## src/rtl/ddfs_pkg.sv

```systemverilog
`default_nettype none
// ============================================================================
//  Module      : ddfs_pkg
//  Description : Shared constants for the DDFS waveform generator, plus the
//                constant function that builds the quarter-wave sine table.
//  Revision    : 1.0 - initial release
// ============================================================================
package ddfs_pkg;

    // wave_sel encodings
    localparam logic [1:0] WAVE_SINE   = 2'd0;
    localparam logic [1:0] WAVE_SQUARE = 2'd1;
    localparam logic [1:0] WAVE_SAW    = 2'd2;
    localparam logic [1:0] WAVE_TRI    = 2'd3;

    // DAC code constants (offset binary)
    localparam int         DATA_W  = 12;
    localparam logic [11:0] DAC_MID = 12'h800;
    localparam logic [11:0] DAC_MAX = 12'hFFF;

    // round(2047 * sin(pi/2 * (idx + 0.5) / 2^aw)), evaluated at elaboration.
    // Fixed-point Taylor series in Q30; the angle never exceeds pi/2, so all
    // intermediate products stay inside a signed 64-bit range.
    function automatic logic [10:0] sine_quarter_value(input int idx, input int aw);
        longint half_pi_q30;
        longint x;
        longint x2;
        longint term;
        longint sum;
        longint val;
        half_pi_q30 = 64'sd1686629713;
        x    = (half_pi_q30 * longint'(2 * idx + 1)) >>> (aw + 1);
        x2   = (x * x) >>> 30;
        term = x;
        sum  = x;
        for (int k = 1; k < 12; k++) begin
            term = -(((term * x2) >>> 30) / longint'((2 * k) * (2 * k + 1)));
            sum  = sum + term;
        end
        val = (64'sd2047 * sum + 64'sd536870912) >>> 30;
        if (val > 64'sd2047) val = 64'sd2047;
        if (val < 64'sd0)    val = 64'sd0;
        return 11'(val);
    endfunction

endpackage
`default_nettype wire

```

## src/rtl/sine_quarter_lut.sv

```systemverilog
`default_nettype none
// ============================================================================
//  Module      : sine_quarter_lut
//  Description : Quarter-wave sine ROM, 11-bit unsigned amplitude, registered
//                read (one cycle of latency).
//  Revision    : 1.0 - initial release
// ============================================================================
module sine_quarter_lut
    import ddfs_pkg::*;
#(
    parameter int LUT_AW = 8
) (
    input  logic              clk_in,
    input  logic [LUT_AW-1:0] i_addr,
    output logic [10:0]       o_data
);

    localparam int c_DEPTH = 1 << LUT_AW;

    logic [10:0] w_rom [c_DEPTH];
    logic [10:0] r_data;

    // Table contents are elaboration-time constants
    for (genvar gi = 0; gi < c_DEPTH; gi++) begin : g_rom
        localparam logic [10:0] c_ENTRY = sine_quarter_value(gi, LUT_AW);
        assign w_rom[gi] = c_ENTRY;
    end

    // Registered read so the ROM maps onto block memory
    always_ff @(posedge clk_in) begin
        r_data <= w_rom[i_addr];
    end

    assign o_data = r_data;

endmodule
`default_nettype wire

```

## src/rtl/ddfs_wave_gen.sv

```systemverilog
`default_nettype none
// ============================================================================
//  Module      : ddfs_wave_gen
//  Description : Direct digital frequency synthesiser. Each rising edge of the
//                divided sample clock advances a phase accumulator; the phase
//                is turned into a 12-bit offset-binary sine, square, sawtooth
//                or triangle sample and written to the DAC with a strobe.
//                Pipeline: tick -> capture -> fold -> LUT -> mux -> DAC reg.
//  Revision    : 1.0 - initial release
// ============================================================================
module ddfs_wave_gen
    import ddfs_pkg::*;
#(
    parameter int PHASE_W = 24,
    parameter int LUT_AW  = 8,
    parameter int DATA_W  = 12
) (
    input  logic               clk_in,
    input  logic               rst,
    input  logic               samp_clk,
    input  logic [PHASE_W-1:0] tune_word,
    input  logic [1:0]         wave_sel,
    output logic [DATA_W-1:0]  dac_data,
    output logic               dac_wr
);

    // Phase bits carried down the pipe: enough for the 12-bit sawtooth and
    // for quadrant + LUT address, whichever is wider.
    localparam int c_CAP_W = (LUT_AW + 2 > 12) ? (LUT_AW + 2) : 12;

    // Synchroniser / edge detector
    logic r_s1;
    logic r_s2;
    logic r_s3;
    logic w_tick;

    // Accumulator and C1 capture stage
    logic [PHASE_W-1:0] r_acc;
    logic               r_c1_vld;
    logic [1:0]         r_c1_wave;
    logic [c_CAP_W-1:0] r_c1_phase;

    // C2 fold stage
    logic [1:0]         w_quad;
    logic [LUT_AW-1:0]  w_x;
    logic [LUT_AW-1:0]  w_addr;
    logic               r_c2_vld;
    logic [1:0]         r_c2_wave;
    logic [11:0]        r_c2_top;
    logic [LUT_AW-1:0]  r_c2_addr;

    // C3 LUT stage
    logic               r_c3_vld;
    logic [1:0]         r_c3_wave;
    logic [11:0]        r_c3_top;
    logic [10:0]        w_lut;
    logic [10:0]        w_tri;
    logic [DATA_W-1:0]  w_sample;

    // DAC output stage
    logic [DATA_W-1:0]  r_dac_data;
    logic               r_dac_wr;

    // Two-flop synchroniser plus history flop; reset high so a sample clock
    // that is already high coming out of reset is not mistaken for an edge
    always_ff @(posedge clk_in) begin
        if (rst) begin
            r_s1 <= 1'b1;
            r_s2 <= 1'b1;
            r_s3 <= 1'b1;
        end else begin
            r_s1 <= samp_clk;
            r_s2 <= r_s1;
            r_s3 <= r_s2;
        end
    end

    assign w_tick = r_s2 & ~r_s3;

    // Advance the phase and capture phase / wave select for this sample
    always_ff @(posedge clk_in) begin
        if (rst) begin
            r_acc      <= '0;
            r_c1_vld   <= 1'b0;
            r_c1_wave  <= WAVE_SINE;
            r_c1_phase <= '0;
        end else begin
            r_c1_vld <= w_tick;
            if (w_tick) begin
                r_acc      <= r_acc + tune_word;
                r_c1_wave  <= wave_sel;
                r_c1_phase <= r_acc[PHASE_W-1 -: c_CAP_W];
            end
        end
    end

    // Odd quadrants walk the quarter-wave table backwards
    assign w_quad = r_c1_phase[c_CAP_W-1 -: 2];
    assign w_x    = r_c1_phase[c_CAP_W-3 -: LUT_AW];
    assign w_addr = w_quad[0] ? ~w_x : w_x;

    // Register the folded address alongside the sample's side data
    always_ff @(posedge clk_in) begin
        if (rst) begin
            r_c2_vld  <= 1'b0;
            r_c2_wave <= WAVE_SINE;
            r_c2_top  <= '0;
            r_c2_addr <= '0;
        end else begin
            r_c2_vld  <= r_c1_vld;
            r_c2_wave <= r_c1_wave;
            r_c2_top  <= r_c1_phase[c_CAP_W-1 -: 12];
            r_c2_addr <= w_addr;
        end
    end

    sine_quarter_lut #(
        .LUT_AW (LUT_AW)
    ) u_sine_lut (
        .clk_in (clk_in),
        .i_addr (r_c2_addr),
        .o_data (w_lut)
    );

    // Side data delayed to line up with the registered ROM output
    always_ff @(posedge clk_in) begin
        if (rst) begin
            r_c3_vld  <= 1'b0;
            r_c3_wave <= WAVE_SINE;
            r_c3_top  <= '0;
        end else begin
            r_c3_vld  <= r_c2_vld;
            r_c3_wave <= r_c2_wave;
            r_c3_top  <= r_c2_top;
        end
    end

    // Triangle folds about the half-cycle point
    assign w_tri = r_c3_top[10:0] ^ {11{r_c3_top[11]}};

    // Waveform select and offset-binary mapping
    always_comb begin
        w_sample = DAC_MID;
        case (r_c3_wave)
            WAVE_SINE:   w_sample = r_c3_top[11] ? (12'h7FF - {1'b0, w_lut})
                                                 : (DAC_MID + {1'b0, w_lut});
            WAVE_SQUARE: w_sample = r_c3_top[11] ? 12'h000 : DAC_MAX;
            WAVE_SAW:    w_sample = r_c3_top;
            WAVE_TRI:    w_sample = {w_tri, 1'b0};
            default:     w_sample = DAC_MID;
        endcase
    end

    // DAC register: data held between strobes, one strobe per sample
    always_ff @(posedge clk_in) begin
        if (rst) begin
            r_dac_data <= DAC_MID;
            r_dac_wr   <= 1'b0;
        end else begin
            r_dac_wr <= r_c3_vld;
            if (r_c3_vld) begin
                r_dac_data <= w_sample;
            end
        end
    end

    assign dac_data = r_dac_data;
    assign dac_wr   = r_dac_wr;

endmodule
`default_nettype wire
```

## config.mk

```make
export PLATFORM = sky130hd
export DESIGN_NAME = ddfs_wave_gen
export DESIGN_NICKNAME = d
export VERILOG_FILES = /design/src/rtl/ddfs_pkg.sv /design/src/rtl/sine_quarter_lut.sv /design/src/rtl/ddfs_wave_gen.sv
export SDC_FILE = /design/constraint.sdc
export NUM_CORES = 1
export LEC_CHECK = 0
export CAP_MARGIN = 20
export CELL_PAD_IN_SITES_DETAIL_PLACEMENT = 0
export CELL_PAD_IN_SITES_GLOBAL_PLACEMENT = 1
export CORE_AREA = 5 5 130 132
export CTS_CLUSTER_SIZE = 10
export DETAILED_ROUTE_END_ITERATION = 12
export DIE_AREA = 0 0 135 137
export PLACE_DENSITY = 0.84
export SYNTH_ARGS = -nofsm -noshare
export SYNTH_HDL_FRONTEND = slang
export SYNTH_SLANG_ARGS = --single-unit
```

## constraint.sdc

```tcl
create_clock -name clk_in -period 4.6 [get_ports clk_in]
set_input_delay 0.46 -clock clk_in [delete_from_list [all_inputs] [get_ports clk_in]]
set_output_delay 0.46 -clock clk_in [all_outputs]
set_load 0.1 [all_outputs]
```

---- Word level (Yosys, flattened, before mapping) ----
Memory sizes are Yosys's and may differ from the RTL's. A register that Yosys moved wholly into a read port is not among the register bits.
Index checks and enable logic that the tools add are counted.
storage, ports and cells
  bits in writable memories ............... 0
  latch bits .............................. 0
  memories ................................ 1
  bits in read-only memories .............. 2,816
  output and inout port bits .............. 13
  register bits ........................... 93
memory list
  memory           words  bits a word  rd ports  clocked after Yosys merged registers in  wr ports  line                    text
  (no name shown)  256    11           1         1                                        0         sine_quarter_lut.sv:31  r_data <= w_rom[i_addr];
cells by class
  $add $sub $neg .......................... 3
  bitwise gates (word level) .............. 5
  magnitude comparators ................... 0
  div/mod/pow operators ................... 0
  multipliers ............................. 0
  multiplexer cells ....................... 4
  equal/unequal tests ..................... 3
  shifts and indexed selects .............. 0
  reduce and logical (&&, ||, !) cells .... 1
operators with widths
  operator                count
  $pmux 12 s4             1
  $add 24x24->24          1
  $mux 12                 2
  $add 12x11->12 const A  1
  $sub 11x11->12 const A  1
  $xor 11x11->11          1
  $not 8->9               1
  $mux 8                  1
  $not 8->8               1
  $eq 2x2->1 const B      2
  $eq 2x1->1 const B      1
  $logic_not 2->1         1
  $and 1x1->1             1
  $not 1->1               1

---- Logic depth before layout (Yosys ltp) ----
Gate-level depths: netlist of the first run.
  depth after elaboration ................. 3
  mapped depth ............................ 12

---- Hierarchy ----
From an unflattened synthesis of the first run, not the netlist that was laid out.
unflattened totals
  cells, all modules ...................... 1,070
  area total of the unflattened synthesis .. 8,100.3 µm²
by module, submodules not included
  module            cells each  area each (µm²)  times used
  ddfs_wave_gen     564         4,813.4          1
  sine_quarter_lut  506         3,286.9          1

---- Least setup slack after synthesis of the first run ----
Ideal clock, no wire load.
  path kind ............................... reg-to-reg
  from .................................... reg r_c2_addr[1]
  to ...................................... reg u_sine_lut.r_data[3], in the netlist u_sine_lut.o_data[3]
  path slack .............................. 1.881 ns
  required time ........................... 4.466 ns
  arrival ................................. 2.585 ns
  setup time .............................. 0.134 ns
  stages on the path, launching flop included .. 11
  path buffers ............................ 2
  cell sequence ........................... dfxtp_1 clkbuf_1 inv_1 ha_1 clkbuf_1 and2_1 nor2_1 nand2_1 a311oi_1 a21oi_1 mux4_2
between the ends
  word-level cells in the longest chain between the ends .. 1
ends and longest elaborated chain
  element                          line                    text
  start: declaration               ddfs_wave_gen.sv:50     logic [LUT_AW-1:0] r_c2_addr;
  start signal: assignment         ddfs_wave_gen.sv:113    r_c2_addr <= w_addr;
  $not 8->9 (implied by the code)  sine_quarter_lut.sv:31
  end: declaration                 sine_quarter_lut.sv:21  logic [10:0] r_data;
Every way passes these cells.
A chain may end at the register's enable or synchronous reset.

---- Worst setup path after layout of the first run ----
  from .................................... reg r_c2_addr[1]
  to ...................................... reg u_sine_lut.r_data[1], in the netlist u_sine_lut.o_data[1]
The elaborated chain is that of the path after synthesis.

==> metrics.md, run 1 <==
| Metric | Value |
|---|---|
| Run status | `completed` |
| CTS Sinks | `between 100 and 150` |
| CP max stage cell | `dfxtp_1` |
| Detail Placement HPWL | `between 10 and 15 mm` |
| H-tree levels | `3` |
| Peak VDD IR | `about 190 uV` |
| Max incr delay on CP | `between 0.7 and 0.8 ns` |
| Nets | `between 1,000 and 1,500` |
| CTS Hold Bufs | `0` |
| Switch Pwr | `approximately 640 uW` |
| WP data required | `between 4 and 5 ns` |
| Seq/Total Area, Yosys | `~28%` |
| Commonest non-fill, non-tap cell in the layout | `a21oi_1` |
| CTS tree | `done` |
| Reg power frac | `between 40 and 50%` |
| Total Power | `roughly 2.1 mW` |
| Mapped Cells | `989` |
| Deepest clock path buffer count | `2` |
| Setup WS post-layout | `approximately 1.3 ns` |
| DRT Pass-1 Iters | `6` |
| Worst Hold Launch | `r_s1` |
| Nature of the critical path startpoint | `flip-flop` |
| Top cell type's share of synthesized area | `27.9%` |
| Post-DRT Antenna Nets | `0` |
| Min Tclk post-route | `approximately 3.3 ns` |
| Synth Flop Type | `dfxtp_1` |
| Flop-to-flop setup slack | `approximately 1.3 ns` |
| Routed len/inst | `approximately 18 um` |
| Maximum clock frequency | `302 MHz` |
| R2R depth | `7` |
| RSZ-0062 raised after global routing | `no` |
| Synth Register Bits | `between 100 and 150` |
| I/O pin cnt | `42` |
| Async SR Flop Fraction | `0%` |
| Vias per inst | `between 6 and 7` |
| Netlist Area Pre-Place | `0.00747 mm^2` |
| Port bufs | `41` |
| Worst skew pair latency | `0.36 ns` |
| Hold endpoint | `r_s2` |
| Post-route DRC | `0` |
| Synthesized Nets | `roughly 1,100` |
| Final Util | `52.4%` |
| Crit path kind | `flip-flop to flip-flop` |
| Total CTS buffers | `9` |
| Grt ovf | `0` |
| Floorplan core area | `0.0156 mm^2` |
| Final Cycle Share | `72.0%` |
| Setup bufs post-CTS | `0` |
| Vias | `7,197` |
| Final wirelength | `21.4 mm` |
| Worst Hold Class | `flip-flop to flip-flop` |
| Switching share of power | `29.8%` |
| Top Family by Delay on Critical Path | `compound AO/OA/AOI/OAI gates` |
| Pint | `about 1.5 mW` |
| Initial antenna violation count | `0` |
| Top post-synthesis cells by area | `dfxtp_1 (28%), a21oi_1 (6.8%), ha_1 (6.2%)` |
| Reg-to-Reg Start | `r_c2_addr[1]` |
| Static Leak | `2.95 nW` |
| Final setup vio count | `0` |
| Commonest non-fill, non-tap cells in the layout | `a21oi_1 (102), dfxtp_1 (100), nand2_1 (93)` |
| Die Wd | `about 140 um` |
| Total stage count of the critical path | `7` |
| Share of layout cells above drive strength 1 | `5.97%` |
| Iteration-0 DRC Markers | `roughly 850` |
| Slew Limit Headroom | `a little over a third` |
| Skew final | `between 0.01 and 0.015 ns` |
| Final slew viol count | `0` |
| Die Span Y | `137 um` |
| Worst EP arrival | `3.56 ns` |
| CTS Root Cell | `clkbuf_16` |
| DP Worst Slack | `~1.4 ns` |
| Diode count | `0` |
| # fillers | `1,533` |
| Total negative slack | `0 ns` |
| Distinct cells, synth | `slightly above 70` |
| WP buf/inv | `1` |
| Total GRT Usage | `around a quarter` |
| Fin. Hold Viols | `0` |
| Syn Area/Cell | `approximately 7.6 um^2` |
| P per Cell Area | `about 260 mW/mm^2` |
| Global-route wire length before repair | `roughly 35 mm` |
| RD Place Congestion | `around 0.94` |
| Least-Margin Pin Slew | `a little under 1 ns` |
| Worst Hold Depth | `1` |
| Area Growth Syn to Fin | `9.31%` |
| EDFF count, synth | `0` |
| Largest net degree at the start of global routing | `around 80` |
| Synth warn | `0` |
| Die area | `roughly 0.018 mm^2` |
| Site row count | `46` |
| Crit-path cells | `inv_1, ha_1, nor2b_1, o311ai_0, a311oi_1, a311oi_1, nor2_1` |
| CP dominant cell by count | `a311oi_1` |
| Post-synth top area cell | `dfxtp_1` |
| Crit Path Max Fanout | `21` |
| Maxcap violations | `0` |
| Starting Density | `47.9%` |
| Clock-pin slew on the worst setup and hold paths | `approximately 0.07 ns` |
| RR Endpoint | `u_sine_lut.o_data[1]` |
| Combinational power share | `around a fifth` |
| Post-CTS sizing | `0` |
| Critical Path Sink Type | `flip-flop` |
| Vias in the first global route | `between 6,000 and 7,000` |
| Power share of the clock group | `approximately 36%` |
routing by layer:
| layer | vias up | routed length, um | track usage, % | part of all wire (%) |
|---|---|---|---|---|
| li1 | 3540 | - | - | - |
| met1 | 3283 | 9230 | 31.1 | 43 |
| met2 | 302 | 9750 | 37.3 | 46 |
| met3 | 72 | 1570 | 5.66 | 7.3 |
| met4 | 0 | 854 | 10.2 | 4.0 |
| met5 | - | 0 | 0 | 0 |
synth_stat cells, types with 21 or more instances:
cell type	count
a211oi_1	23
ha_1	37
nor2_1	77
o211ai_1	38
o21ai_0	81
dfxtp_1	104
nand3_1	21
nand2_1	93
clkbuf_1	45
inv_1	24
nor2b_1	46
buf_2	26
nand2b_1	29
a21oi_1	102
worst reg2reg max path, cell delays in order (launching register included):
cell and delay, ns:
dfxtp_1 0.78, inv_1 0.33, ha_1 0.72, nor2b_1 0.26, o311ai_0 0.59, a311oi_1 0.19, a311oi_1 0.27, nor2_1 0.07
cell type report:
type | instances | area, um^2 | area share [%]
flip-flops and latches | 104 | 2090 | 25.6
multi-input cells | 770 | 4900 | 60.0
repair buffers | 53 | 495 | 6.07
inverters | 29 | 109 | 1.33
clock inverters | 6 | 50.0 | 0.613
well taps | 216 | 270 | 3.31
clock buffers | 10 | 250 | 3.06
power groups by stage:
| stage | clock, mW | combinational [mW] | sequential [mW] |
|---|---|---|---|
| 6_report | 0.763 | 0.414 | 0.969 |
| 5_1_grt | 0.819 | 0.458 | 0.975 |
| 4_1_cts | 0.789 | 0.405 | 0.970 |
| 3_5_place_dp | 0 | 0.403 | 0.990 |
| 3_3_place_gp | 0 | 0.407 | 0.991 |
| 2_1_floorplan | 0 | 0.312 | 0.968 |
flip-flops by register name, indices dropped and copies added (netlist names), 8 cells and up:
register           cells
r_c3_top              12
dac_data              12
r_c1_phase            12
r_c2_top              12
r_acc                 24
r_c2_addr              8
u_sine_lut.o_data     11
worst max path at each step:
stage / startpoint / to
floorplan: r_c2_addr[1] / u_sine_lut.o_data[3]
global placement: r_c2_addr[1] / u_sine_lut.o_data[4]
detailed placement: r_c2_addr[1] / u_sine_lut.o_data[4]
CTS: r_c2_addr[1] / u_sine_lut.o_data[4]
global route: r_c2_addr[1] / u_sine_lut.o_data[1]
finish: r_c2_addr[1] / u_sine_lut.o_data[1]
logic make-up after synthesis:
group                      count (synthesis)  share of synthesized area (%)
AOI/OAI and AO/OA                        370                           32.0
and+or+nand+nor                          321                           20.9
buffers and inverters                    115                           6.51
DFF                                      104                           27.9
adders and majority gates                 38                           6.46
xor gates and xnor gates                  29                           3.40
muxes                                     12                           2.81
per-stage QoR:
| stage | area, um^2 | cells | hold WS [ns] |
|---|---|---|---|
| 6_report | 8170 | 1188 | 0.408 |
| 5_1_grt | 8170 | 1188 | 0.413 |
| 2_1_floorplan | 7470 | 989 | 0.389 |
| 3_5_place_dp | 7870 | 1172 | 0.393 |
| 3_3_place_gp | 7870 | 1172 | 0.393 |
| 4_1_cts | 8170 | 1188 | 0.409 |
(Power assumes the default switching activity.)
==> inputs of run 2 (changes only) <==
--- a/config.mk
+++ b/config.mk
@@ -8,11 +8,11 @@
 export CAP_MARGIN = 20
 export CELL_PAD_IN_SITES_DETAIL_PLACEMENT = 0
 export CELL_PAD_IN_SITES_GLOBAL_PLACEMENT = 1
-export CORE_AREA = 5 5 130 132
+export CORE_AREA = 5 5 135 137
 export CTS_CLUSTER_SIZE = 10
 export DETAILED_ROUTE_END_ITERATION = 12
-export DIE_AREA = 0 0 135 137
-export PLACE_DENSITY = 0.84
+export DIE_AREA = 0 0 140 142
+export PLACE_DENSITY = 0.78
 export SYNTH_ARGS = -nofsm -noshare
 export SYNTH_HDL_FRONTEND = slang
 export SYNTH_SLANG_ARGS = --single-unit
==> constraint.sdc (replaced) <==
create_clock -name clk_in -period 3.4 [get_ports clk_in]
set_input_delay 0.34 -clock clk_in [delete_from_list [all_inputs] [get_ports clk_in]]
set_output_delay 0.34 -clock clk_in [all_outputs]
set_load 0.1 [all_outputs]
==> metrics.md, run 2 (synthesized netlist as in run 1, its figures left out) <==
| Metric | Value |
|---|---|
| Run status | `completed` |
| Post-route DRC | `0 (unchanged)` |
| DRT Pass-1 Iters | `8 (+2)` |
| P per Cell Area | `353 mW/mm^2 (+34%)` |
| Register with the most flip-flops | `r_acc` |
| Maxcap violations | `0 (unchanged)` |
| Final setup vio count | `0 (unchanged)` |
| Worst Hold Depth | `1 (unchanged)` |
| Detail Placement HPWL | `15.3 mm (+4.0%)` |
| CTS Root Cell | `clkbuf_16` |
| Area Growth Syn to Fin | `10.6%` |
| Min Tclk post-route | `2.78 ns (-0.529 ns)` |
| Grt ovf | `0 (unchanged)` |
| Iteration-0 DRC Markers | `745 (-13%)` |
| Die area | `0.0199 mm^2 (+7.5%)` |
| Vias | `7,219 (+0.31%)` |
| Routed wl met2 | `9.81 mm (+0.71%)` |
| Placed Instance Area | `0.00797 mm^2 (+1.3%)` |
| Static Leak | `3.00 nW (+2.0%)` |
| Total GRT Usage | `21.6% (-2.1 points)` |
| Final Cycle Share | `81.9% (+9.9 points)` |
| Routed len/inst | `17.9 um (-0.85%)` |
| Vias in the first global route | `6,680 (+1.1%)` |
| Final wirelength | `21.6 mm (+0.82%)` |
| I/O pin cnt | `42 (unchanged)` |
| RSZ-0062 raised after global routing | `no` |
| Peak VDD IR | `241 uV (+25%)` |
| CTS tree | `done` |
| Global-route wire length before repair | `35.4 mm (+0.63%)` |
| Worst Hold Class | `flip-flop to flip-flop` |
| RD Place Congestion | `0.985 (+4.5%)` |
| Skew final | `0.00582 ns (-0.00661 ns)` |
| Worst EP arrival | `2.98 ns (-0.58 ns)` |
| Final slew viol count | `0 (unchanged)` |
| Vias per inst | `5.98 (-1.4%)` |
| Crit Path Max Fanout | `18 (-14%)` |
| Uppermost layer routed | `met4` |
| Met3 wire length | `1.41 mm (-10%)` |
| Crit path kind | `flip-flop to flip-flop` |
| Site row count | `48 (+4.3%)` |
| Total CTS buffers | `9 (unchanged)` |
| Post-CTS sizing | `0 (unchanged)` |
| Final instance area | `0.00826 mm^2 (+1.2%)` |
| Critical Path Sink Type | `flip-flop` |
| Clock-pin slew on the worst setup and hold paths | `0.07 ns (about the same)` |
| Nature of the critical path startpoint | `flip-flop` |
| Worst skew pair latency | `0.35 ns (about the same)` |
| Maximum clock frequency | `359 MHz (+19%)` |
| H-tree levels | `3 (unchanged)` |
| Total negative slack | `0 ns (unchanged)` |
| WP data required | `3.60 ns (-1.25 ns)` |
| Die Span Y | `142 um (+3.6%)` |
| Largest net degree at the start of global routing | `66 (-16%)` |
| Met1 Wirelength | `9.52 mm (+3.1%)` |
| Floorplan core area | `0.0169 mm^2 (+8.6%)` |
| Deepest clock path buffer count | `2 (unchanged)` |
| Share of layout cells above drive strength 1 | `7.02% (+1.1 points)` |
| Port bufs | `41 (unchanged)` |
| Slew Limit Headroom | `35.0% (+0.071 points)` |
| Commonest non-fill, non-tap cells in the layout | `a21oi_1 (102), dfxtp_1 (100), nand2_1 (93)` |
| Commonest non-fill, non-tap cell in the layout | `a21oi_1` |
| Least-Margin Pin Slew | `0.972 ns (-0.00106 ns)` |
| Starting Density | `44.1% (-3.8 points)` |
| CTS Hold Bufs | `0 (unchanged)` |
| DP Worst Slack | `0.380 ns (-0.970 ns)` |
| Number of flip-flops in the largest register | `24 (unchanged)` |
| Post-DRT Antenna Nets | `0 (unchanged)` |
| Nets | `1,046 (+1.2%)` |
| Fin. Hold Viols | `0 (unchanged)` |
| Diode count | `0 (unchanged)` |
| Die Wd | `140 um (+3.7%)` |
| R2R depth | `9 (+2)` |
| Initial antenna violation count | `0 (unchanged)` |
| Setup WS post-layout | `0.617 ns (-0.671 ns)` |
| Setup bufs post-CTS | `0 (unchanged)` |
| CTS Sinks | `104 (unchanged)` |
==> run 2: worst max-delay path, cell delays in order (launching register included) <==
cell and delay [ns]:
dfxtp_1 0.33, inv_1 0.12, ha_1 0.58, nor2_2 0.45, a21oi_1 0.11, mux4_2 0.48
o21ai_0 0.24, o21ai_0 0.11, nand2_1 0.08, o21ai_1 0.12
==> run 2: final timing paths <==
check	from	to	slack, ns
hold reg to reg	r_s1	r_s2	0.42
hold / removal	r_s1	r_s2	0.42
setup / recovery	r_c2_addr[0]	u_sine_lut.o_data[2]	0.62
setup reg to reg	r_c2_addr[0]	u_sine_lut.o_data[2]	0.62
==> run 2: area by class of cell <==
| cell class | instances | area [um^2] |
|---|---|---|
| clock buffers | 10 | 239 |
| clock inverters | 5 | 56.3 |
| fillers | 1742 | 8670 |
| inverters | 29 | 109 |
| multi-input cells | 770 | 4900 |
| flip-flops and latches | 104 | 2090 |
| well taps | 225 | 282 |
| repair buffers | 65 | 586 |
==> run 2: metal layers <==
layer	track usage (%)	up-vias
met5	0	-
li1	-	3563
met2	33.8	286
met4	9.59	0
met1	29.3	3314
met3	3.97	56
==> run 2: power by group <==
group	switching (mW)	leakage [nW]	internal [mW]
Combinational	0.343	2.01	0.234
Clock	0.448	0.145	0.587
Sequential	0.0422	0.846	1.26
==> run 2: through the flow <==
stage | hold slack (ns) | instances | utilization [%] | power, mW
2_1_floorplan | 0.389 | 989 | - | 1.73
3_3_place_gp | 0.394 | 1193 | 47.1 | 1.90
3_5_place_dp | 0.413 | 1193 | 47.1 | 1.90
4_1_cts | 0.430 | 1208 | 48.8 | 2.93
5_1_grt | 0.450 | 1208 | 48.8 | 3.07
6_report | 0.422 | 1208 | 48.8 | 2.92
